$ cat config.mk
export PLATFORM = sky130hd
export DESIGN_NAME = pio_event_master
export DESIGN_NICKNAME = d
export VERILOG_FILES = /design/src/rtl/pio_event_master.sv
export SDC_FILE = /design/constraint.sdc
export NUM_CORES = 1
export LEC_CHECK = 0
export CAP_MARGIN = 20
export CORE_UTILIZATION = 60
export CTS_CLUSTER_DIAMETER = 50
export CTS_CLUSTER_SIZE = 20
export DETAILED_ROUTE_END_ITERATION = 10
export PLACE_DENSITY = 0.85
export REMOVE_ABC_BUFFERS = 1
export SLEW_MARGIN = 5
export SYNTH_ARGS = -nofsm -noshare
export SYNTH_HDL_FRONTEND = slang
export SYNTH_SLANG_ARGS = --single-unit
export TNS_END_PERCENT = 1
$ cat constraint.sdc
create_clock -name clk -period 7.4 [get_ports clk]
set_input_delay 0.74 -clock clk [delete_from_list [all_inputs] [get_ports clk]]
set_output_delay 0.74 -clock clk [all_outputs]
set_load 0.01 [all_outputs]
$ cat src/rtl/pio_event_master.sv
// pio_event_master: services a pio_s port window as a second IO bus master.
// On a port interrupt it reads INTFLAGS and IN, writes the flags back to
// clear them, and queues a {pins, flags} event for a valid/ready consumer.
module pio_event_master #(
  parameter int unsigned PORT_ADDRESS      = 0,
  parameter logic [4:0]  IN_OFFSET         = 5'h08,
  parameter logic [4:0]  INTFLAGS_OFFSET   = 5'h09,
  parameter int unsigned FIFO_DEPTH_LOG2   = 2,
  parameter int unsigned BUS_ADDR_DATA_LEN = 16
) (
  input  logic                         clk,
  input  logic                         rst,
  input  logic                         pio_int,
  output logic                         m_req,
  input  logic                         m_gnt,
  output logic [BUS_ADDR_DATA_LEN-1:0] m_addr,
  output logic                         m_wr,
  output logic                         m_rd,
  output logic [7:0]                   m_dout,
  input  logic [7:0]                   m_din,
  output logic                         ev_valid,
  input  logic                         ev_ready,
  output logic [15:0]                  ev_data,
  output logic [FIFO_DEPTH_LOG2:0]     ev_count,
  output logic                         overflow,
  input  logic                         overflow_clr
);

  localparam int unsigned AW    = BUS_ADDR_DATA_LEN;
  localparam int unsigned PW    = FIFO_DEPTH_LOG2;
  localparam int unsigned CW    = FIFO_DEPTH_LOG2 + 1;
  localparam int unsigned DEPTH = 1 << FIFO_DEPTH_LOG2;

  localparam logic [AW-1:0] FLAGS_ADDR = AW'(PORT_ADDRESS + 32'(INTFLAGS_OFFSET));
  localparam logic [AW-1:0] IN_ADDR    = AW'(PORT_ADDRESS + 32'(IN_OFFSET));

  typedef struct packed {
    logic [7:0] pins;
    logic [7:0] flags;
  } pio_event_t;

  typedef enum logic [2:0] {
    S_IDLE     = 3'd0,
    S_REQ      = 3'd1,
    S_RD_FLAGS = 3'd2,
    S_RD_IN    = 3'd3,
    S_WR_CLR   = 3'd4,
    S_PUSH     = 3'd5
  } state_t;

  state_t state;
  state_t state_next;

  logic [7:0] flags_q;
  logic [7:0] pins_q;

  // Next-cycle bus values, registered onto the m_* ports
  logic          req_d;
  logic          rd_d;
  logic          wr_d;
  logic [AW-1:0] addr_d;
  logic [7:0]    dout_d;

  // FIFO storage and bookkeeping
  pio_event_t    mem [DEPTH];
  logic [PW-1:0] wr_ptr;
  logic [PW-1:0] rd_ptr;
  logic [PW-1:0] wr_ptr_next;
  logic [PW-1:0] rd_ptr_next;
  logic [CW-1:0] count_next;
  pio_event_t    push_data;
  pio_event_t    head_next;
  logic          push_req;
  logic          full;
  logic          pop;
  logic          push;
  logic          drop;

  // State register
  always_ff @(posedge clk) begin
    if (!rst) begin
      state <= S_IDLE;
    end else begin
      state <= state_next;
    end
  end

  // Next-state logic; a zero flag read means a spurious interrupt
  always_comb begin
    state_next = state;
    case (state)
      S_IDLE:     if (pio_int) state_next = S_REQ;
      S_REQ:      if (m_gnt) state_next = S_RD_FLAGS;
      S_RD_FLAGS: state_next = (m_din == 8'h00) ? S_IDLE : S_RD_IN;
      S_RD_IN:    state_next = S_WR_CLR;
      S_WR_CLR:   state_next = S_PUSH;
      S_PUSH:     state_next = S_IDLE;
      default:    state_next = S_IDLE;
    endcase
  end

  // Output decode from the state being entered, so the ports line up with it
  always_comb begin
    req_d  = 1'b0;
    rd_d   = 1'b0;
    wr_d   = 1'b0;
    addr_d = '0;
    dout_d = 8'h00;
    case (state_next)
      S_REQ: begin
        req_d = 1'b1;
      end
      S_RD_FLAGS: begin
        req_d  = 1'b1;
        rd_d   = 1'b1;
        addr_d = FLAGS_ADDR;
      end
      S_RD_IN: begin
        req_d  = 1'b1;
        rd_d   = 1'b1;
        addr_d = IN_ADDR;
      end
      S_WR_CLR: begin
        req_d  = 1'b1;
        wr_d   = 1'b1;
        addr_d = FLAGS_ADDR;
        dout_d = flags_q;
      end
      default: begin
        req_d = 1'b0;
      end
    endcase
  end

  // Bus output registers; reset drops the request and any strobe at once
  always_ff @(posedge clk) begin
    if (!rst) begin
      m_req  <= 1'b0;
      m_rd   <= 1'b0;
      m_wr   <= 1'b0;
      m_addr <= '0;
      m_dout <= 8'h00;
    end else begin
      m_req  <= req_d;
      m_rd   <= rd_d;
      m_wr   <= wr_d;
      m_addr <= addr_d;
      m_dout <= dout_d;
    end
  end

  // Capture read data in the cycle the read strobe is on the bus
  always_ff @(posedge clk) begin
    if (!rst) begin
      flags_q <= 8'h00;
      pins_q  <= 8'h00;
    end else begin
      if (state == S_RD_FLAGS) flags_q <= m_din;
      if (state == S_RD_IN)    pins_q  <= m_din;
    end
  end

  // FIFO control: a pop frees a slot for a same-cycle push even when full
  always_comb begin
    push_req  = (state == S_PUSH);
    push_data = '{pins: pins_q, flags: flags_q};
    full      = (ev_count == CW'(DEPTH));
    pop       = ev_valid && ev_ready;
    push      = push_req && (!full || pop);
    drop      = push_req && full && !pop;

    wr_ptr_next = push ? (wr_ptr + PW'(1)) : wr_ptr;
    rd_ptr_next = pop  ? (rd_ptr + PW'(1)) : rd_ptr;

    case ({push, pop})
      2'b10:   count_next = ev_count + CW'(1);
      2'b01:   count_next = ev_count - CW'(1);
      default: count_next = ev_count;
    endcase
  end

  // Head entry after this cycle's push/pop; bypass when the push lands at the head
  always_comb begin
    if (count_next == '0) begin
      head_next = '0;
    end else if (push && (wr_ptr == rd_ptr_next)) begin
      head_next = push_data;
    end else begin
      head_next = mem[rd_ptr_next];
    end
  end

  // FIFO storage write
  always_ff @(posedge clk) begin
    if (push) mem[wr_ptr] <= push_data;
  end

  // FIFO pointers, occupancy and registered head
  always_ff @(posedge clk) begin
    if (!rst) begin
      wr_ptr   <= '0;
      rd_ptr   <= '0;
      ev_count <= '0;
      ev_valid <= 1'b0;
      ev_data  <= 16'h0000;
    end else begin
      wr_ptr   <= wr_ptr_next;
      rd_ptr   <= rd_ptr_next;
      ev_count <= count_next;
      ev_valid <= (count_next != '0);
      ev_data  <= head_next;
    end
  end

  // Sticky overflow; a drop in the same cycle as a clear keeps it set
  always_ff @(posedge clk) begin
    if (!rst) begin
      overflow <= 1'b0;
    end else if (drop) begin
      overflow <= 1'b1;
    end else if (overflow_clr) begin
      overflow <= 1'b0;
    end
  end

endmodule
Word level (Yosys, flattened, before mapping)
Memory sizes are Yosys's and may differ from the RTL's. A register that Yosys moved wholly into a read port is not among the register bits.
Index checks and enable logic that the tools add are counted.

word-level totals
  register bits = 55
  memory bits (writable) = 64
  input port bits = 14
  logic and storage cells = 62
  memories = 1

operators by class
  $add $sub $neg = 4
  equal/unequal tests = 12
  multiplexer cells = 14
  bitwise operators = 1
  reductions and logical operators = 17

memory list
  memory  depth  bits a word  rd ports  clocked after Yosys merged registers in  write ports  line  RTL
  mem     4      16           1         1                                        1            65    pio_event_t mem [DEPTH];

operators with widths
  operator                                          count
  one-hot mux 3 bit (5 select lines)                1
  == test 3 x 2 -> 1 bit, second input constant     4
  == test 3 bit, second input constant              4
  zero test 8 bit                                   1
  one-hot mux 4 bit (2 select lines)                1
  two-way mux 1 bit                                 7
  == test 3 x 1 -> 1 bit, second input constant     2
  zero test 3 bit                                   2
  two-way mux 3 bit                                 2
  one-hot mux 3 bit (2 select lines)                1
  OR reduction 2 bit                                3
  adder 2 x 1 -> 2 bit, second input constant       2
  logical AND 1 bit                                 4
  two-way mux 2 bit                                 2
  OR reduction 4 bit                                1
  adder 3 x 1 -> 3 bit, second input constant       1
  nonzero test 3 bit                                1
  subtractor 3 x 1 -> 3 bit, second input constant  1
  == test 2 x 1 -> 1 bit, second input constant     1
  == test 2 bit, second input constant              1
  zero test 1 bit                                   2
  AND reduction 2 bit                               1
  nonzero test 2 bit                                1
  logical OR 1 bit                                  1
  inverter 1 bit                                    1

Logic depth before layout (Yosys ltp)
  depth after elaboration = 8
  mapped depth = 12
  gate-level depth less buffers = 10

Worst setup path before layout
OpenSTA, ideal clock, no wires.

  kind = input port to flip-flop
  start = input port ev_ready
  end = register ev_data[15] (read register of mem)
  data arrival time = 3.100 ns
  path slack = 4.158 ns
  cell stages on the path = 11
  buffers on the path = 2
  cells stage by stage = nand2_4 -> clkinv_2 -> clkbuf_1 -> ha_1 -> inv_1 -> fa_1 -> nor2b_1 -> a21oi_1 -> o31ai_1 -> buf_2 -> a311oi_1

on the way
  word-level cells in the longest chain between the ends = 7

ends and longest elaborated chain
  what                                                     line  RTL
  start: declaration                                       22    input logic ev_ready,
  logical AND 1 bit *                                      168   pop = ev_valid && ev_ready;
  logical OR 1 bit                                         169   push = push_req && (!full || pop);
  logical AND 1 bit                                        169
  == test 2 x 1 -> 1 bit or == test 2 bit (tied branches)  175   case ({push, pop})
  one-hot mux 3 bit (2 select lines)                       175
  zero test 3 bit                                          184   if (count_next == '0) begin
  OR reduction 2 bit (no line)                             n/a
  end: declaration                                         23    output logic [15:0] ev_data,

Mark *: on every way between the ends. The rest lies on a longest branch, timed or not.
A chain may end at the register's enable or synchronous reset.

Final worst setup path
  start = input port ev_ready
  end = register ev_data[9] (read register of mem)

The elaborated chain is that of the path after synthesis.

==> insert_results.sql <==
INSERT INTO impl_metrics (metric_group, metric, value, unit) VALUES
('power', 'cellPowerDensity', '260', 'mW/mm^2'),
('yosys', 'yosysTopAreaCell', 'edfxtp_1', ''),
('sta', 'hold-worst-slack', '514', 'ps'),
('final_layout', 'finish.net_count', '520', ''),
('yosys', 'syn_avg_cell_area', '11.5', 'sq um'),
('sta', 'layout_setup_ws', '3800', 'ps'),
('yosys', 'synth_ff_type', 'edfxtp_1', ''),
('worst_setup_path', 'max_stage_delay', '560', 'ps'),
('min_path', 'min-delay-start', 'overflow', ''),
('yosys', 'yosysMostFrequentCell', 'edfxtp_1', ''),
('sta', 'timing.final.crit_period', '3600', 'ps'),
('sta', 'hold_violations_final', '0', ''),
('run_status', 'result_of_the_run', 'finished, violations left', ''),
('yosys', 'synth.yosys.warnings', '0', ''),
('clock_tree', 'clock_tree_from_tritoncts', 'yes', ''),
('clock_tree', 'numCtsBuffers', '17', ''),
('yosys', 'ys_seq_elements', '121', ''),
('clock_tree', 'tritoncts_num_sinks', '121', ''),
('worst_setup_path', 'r2r_setup_slack', '4180', 'ps'),
('detailed_routing', 'detail_route.drc_violations', '1', ''),
('worst_setup_path', 'cp_slowest_cell', 'clkinv_2', ''),
('min_path', 'hold_depth', '2', ''),
('worst_setup_path', 'critPathKind', 'in2reg', ''),
('floorplanning', 'floorplan.die.height', '96.6', 'um'),
('sta', 'timing.clock.skew', '8.88', 'ps'),
('worst_setup_path', 'critical_path_buf_inv_count', '4', ''),
('flow_run', 'max_cap_violations', '0', ''),
('worst_setup_path', 'startpoint_of_the_lowest_slack_register_to_register_path', 'ev_valid', ''),
('yosys', 'synth-edff-count', '64', ''),
('clock_tree', 'postCtsSetupRepairBufs', '0', ''),
('run_status', 'violations', 'design-rule violations', ''),
('floorplanning', 'area_of_the_core_region', '0.00868', 'sq mm'),
('detailed_routing', 'drt-initial-drc-count', '368', ''),
('power', 'vdd_ir_drop_max', '0.195', 'mV'),
('worst_setup_path', 'end_kind', 'flop', ''),
('global_route', 'grt_start_max_net_pins', '68', ''),
('yosys', 'mappedNetlistArea', '0.00537', 'sq mm'),
('global_route', 'grt_util_all_layers', '0.299', ''),
('yosys', 'synthDistinctLibCells', '48', ''),
('clock_tree', 'clk_latency', '520', 'ps'),
('detailed_routing', 'post_drt_wl_per_cell', '20.8', 'um'),
('floorplanning', 'die-area', '0.00933', 'sq mm'),
('final_layout', 'final_core_utilization', '0.731', ''),
('yosys', 'synth_largest_type_area_fraction', '0.358', ''),
('detailed_routing', 'drt-vias-per-instance', '6.62', ''),
('power', 'power', '0.00165', 'W'),
('detailed_routing', 'drtPass1Iterations', '9', ''),
('min_path', 'min_delay_worst_endpoint', 'overflow', ''),
('worst_setup_path', 'timing.critical_path.depth', '11', ''),
('min_path', 'hold_class', 'reg2reg', ''),
('clock_tree', 'buffer_cell_driving_the_clock_tree_root', 'clkbuf_8', ''),
('place', 'finalWeightedCongestion', '0.875', ''),
('clock_tree', 'cts-htree-levels', '4', ''),
('global_route', 'grt.overflow.total', '0', ''),
('floorplanning', 'initial_utilization', '0.619', ''),
('place', 'count_of_buffers_inserted_at_the_top_level_ports', '47', ''),
('worst_setup_path', 'critical_path_arrival', '4020', 'ps'),
('floorplanning', 'core.rowCount', '34', ''),
('yosys', 'yosysSeqAreaShare', '0.570', ''),
('power', 'total_leakage_power', '2.15', 'nW'),
('yosys', 'synth.cells.most_frequent', 'edfxtp_1 (64), dfxtp_1 (57), o21ai_0 (36), nor3b_1 (32), clkbuf_1 (23)', ''),
('final_layout', 'antenna_cells', '0', ''),
('sta', 'slew_headroom', '0.281', ''),
('detailed_routing', 'antenna_left', '0', ''),
('clock_tree', 'holdBufCountCts', '0', ''),
('place', 'hpwlAfterDp', '7.41', 'mm'),
('worst_setup_path', 'worst_path_dominant_cell_family', 'buffers and inverters', ''),
('global_route', 'first_global_vias', '3945', ''),
('sta', 'max_freq', '0.278', 'GHz'),
('yosys', 'async_s_r_ff_share_synth', '0', ''),
('sta', 'setup_viol_count_final', '0', '');
per-stage QoR:
stage          instances  instance area, sq um
2_1_floorplan        430                  5140
3_3_place_gp         588                  5780
3_5_place_dp         588                  5780
4_1_cts              620                  6330
5_1_grt              621                  6340
6_report             621                  6340
worst max path at each step:
stage          startpoint         end  slack (ps)
2_1_floorplan    ev_ready  ev_data[0]        3900
3_3_place_gp     ev_ready  ev_data[8]        3550
3_5_place_dp     ev_ready  ev_data[3]        3370
4_1_cts          ev_ready  ev_data[3]        3880
5_1_grt          ev_ready  ev_data[9]        3570
6_report         ev_ready  ev_data[9]        3800
flip-flops by register name (all words and copies together) (netlist names):
signal / flops
ev_count: 3
ev_data: 16
ev_valid: 1
flags_q: 8
m_addr: 2
m_dout: 8
m_rd: 1
m_req: 1
m_wr: 1
mem: 64
overflow: 1
pins_q: 8
rd_ptr: 2
state: 3
wr_ptr: 2
metal layers:
layer  GRT usage  routed length (um)  vias up  part of all wire
met5           0                   0        -                 0
met4       0.175                 435        0             0.034
met3      0.0767                1240       54             0.096
met2       0.476                6330      289              0.49
met1       0.369                4940     1960              0.38
li1            -                   -     1808                 -
tightest hold or removal path: stages, from the launching register on:
cell and delay (ps):
dfxtp_1 330, a21oi_1 70, nor2_1 80
cell families (layout without fill, tap and decap cells):
logic type / Yosys count / count (layout) / synth area share
AOI/OAI and AO/OA: 123 / 123 / 0.156
xor gates and xnor gates: 6 / 6 / 0.0126
adders and majority gates: 6 / 6 / 0.0154
buffers and inverters: 64 / 96 / 0.0604
DFF: 121 / 121 / 0.570
muxes: 25 / 25 / 0.0503
other: 1 / 14 / 0.000698
and+or+nand+nor: 122 / 122 / 0.134
power by group:
| part | switching [W] | leakage, nW | internal (W) |
|---|---|---|---|
| clock network | 0.000306 | 0.254 | 0.000454 |
| logic | 0.0000862 | 0.878 | 0.0000641 |
| registers | 0.0000173 | 1.01 | 0.000722 |
area by class of cell:
type / instances / area [sq um] / area share
well taps: 108 / 135 / 0.0213
inverters: 13 / 50.0 / 0.00789
multi-input cells: 296 / 2040 / 0.321
clock inverters: 14 / 124 / 0.0195
clock buffers: 18 / 428 / 0.0675
repair buffers: 51 / 508 / 0.0801
flip-flops and latches: 121 / 3060 / 0.483
cells in the final DEF (no fill, tap or decap), types with 3 or more instances in the layout:
cell type / count
a21oi_1: 12
a22oi_1: 16
mux2_2: 16
a311oi_1: 16
and2_1: 8
o22ai_1: 16
nor3_1: 17
and3_1: 9
mux2i_1: 9
clkdlybuf4s50_1: 47
inv_1: 12
nor3b_1: 32
conb_1: 14
o21ai_0: 36
nand2_1: 20
clkbuf_16: 16
nor2_1: 21
dfxtp_1: 57
edfxtp_1: 64
clkinv_2: 3
nand3b_1: 3
o221ai_1: 16
buf_4: 3
ha_1: 5
xor2_1: 3
clkinvlp_4: 6
inv_6: 3
Note: power is estimated with default switching activity, not from simulation.
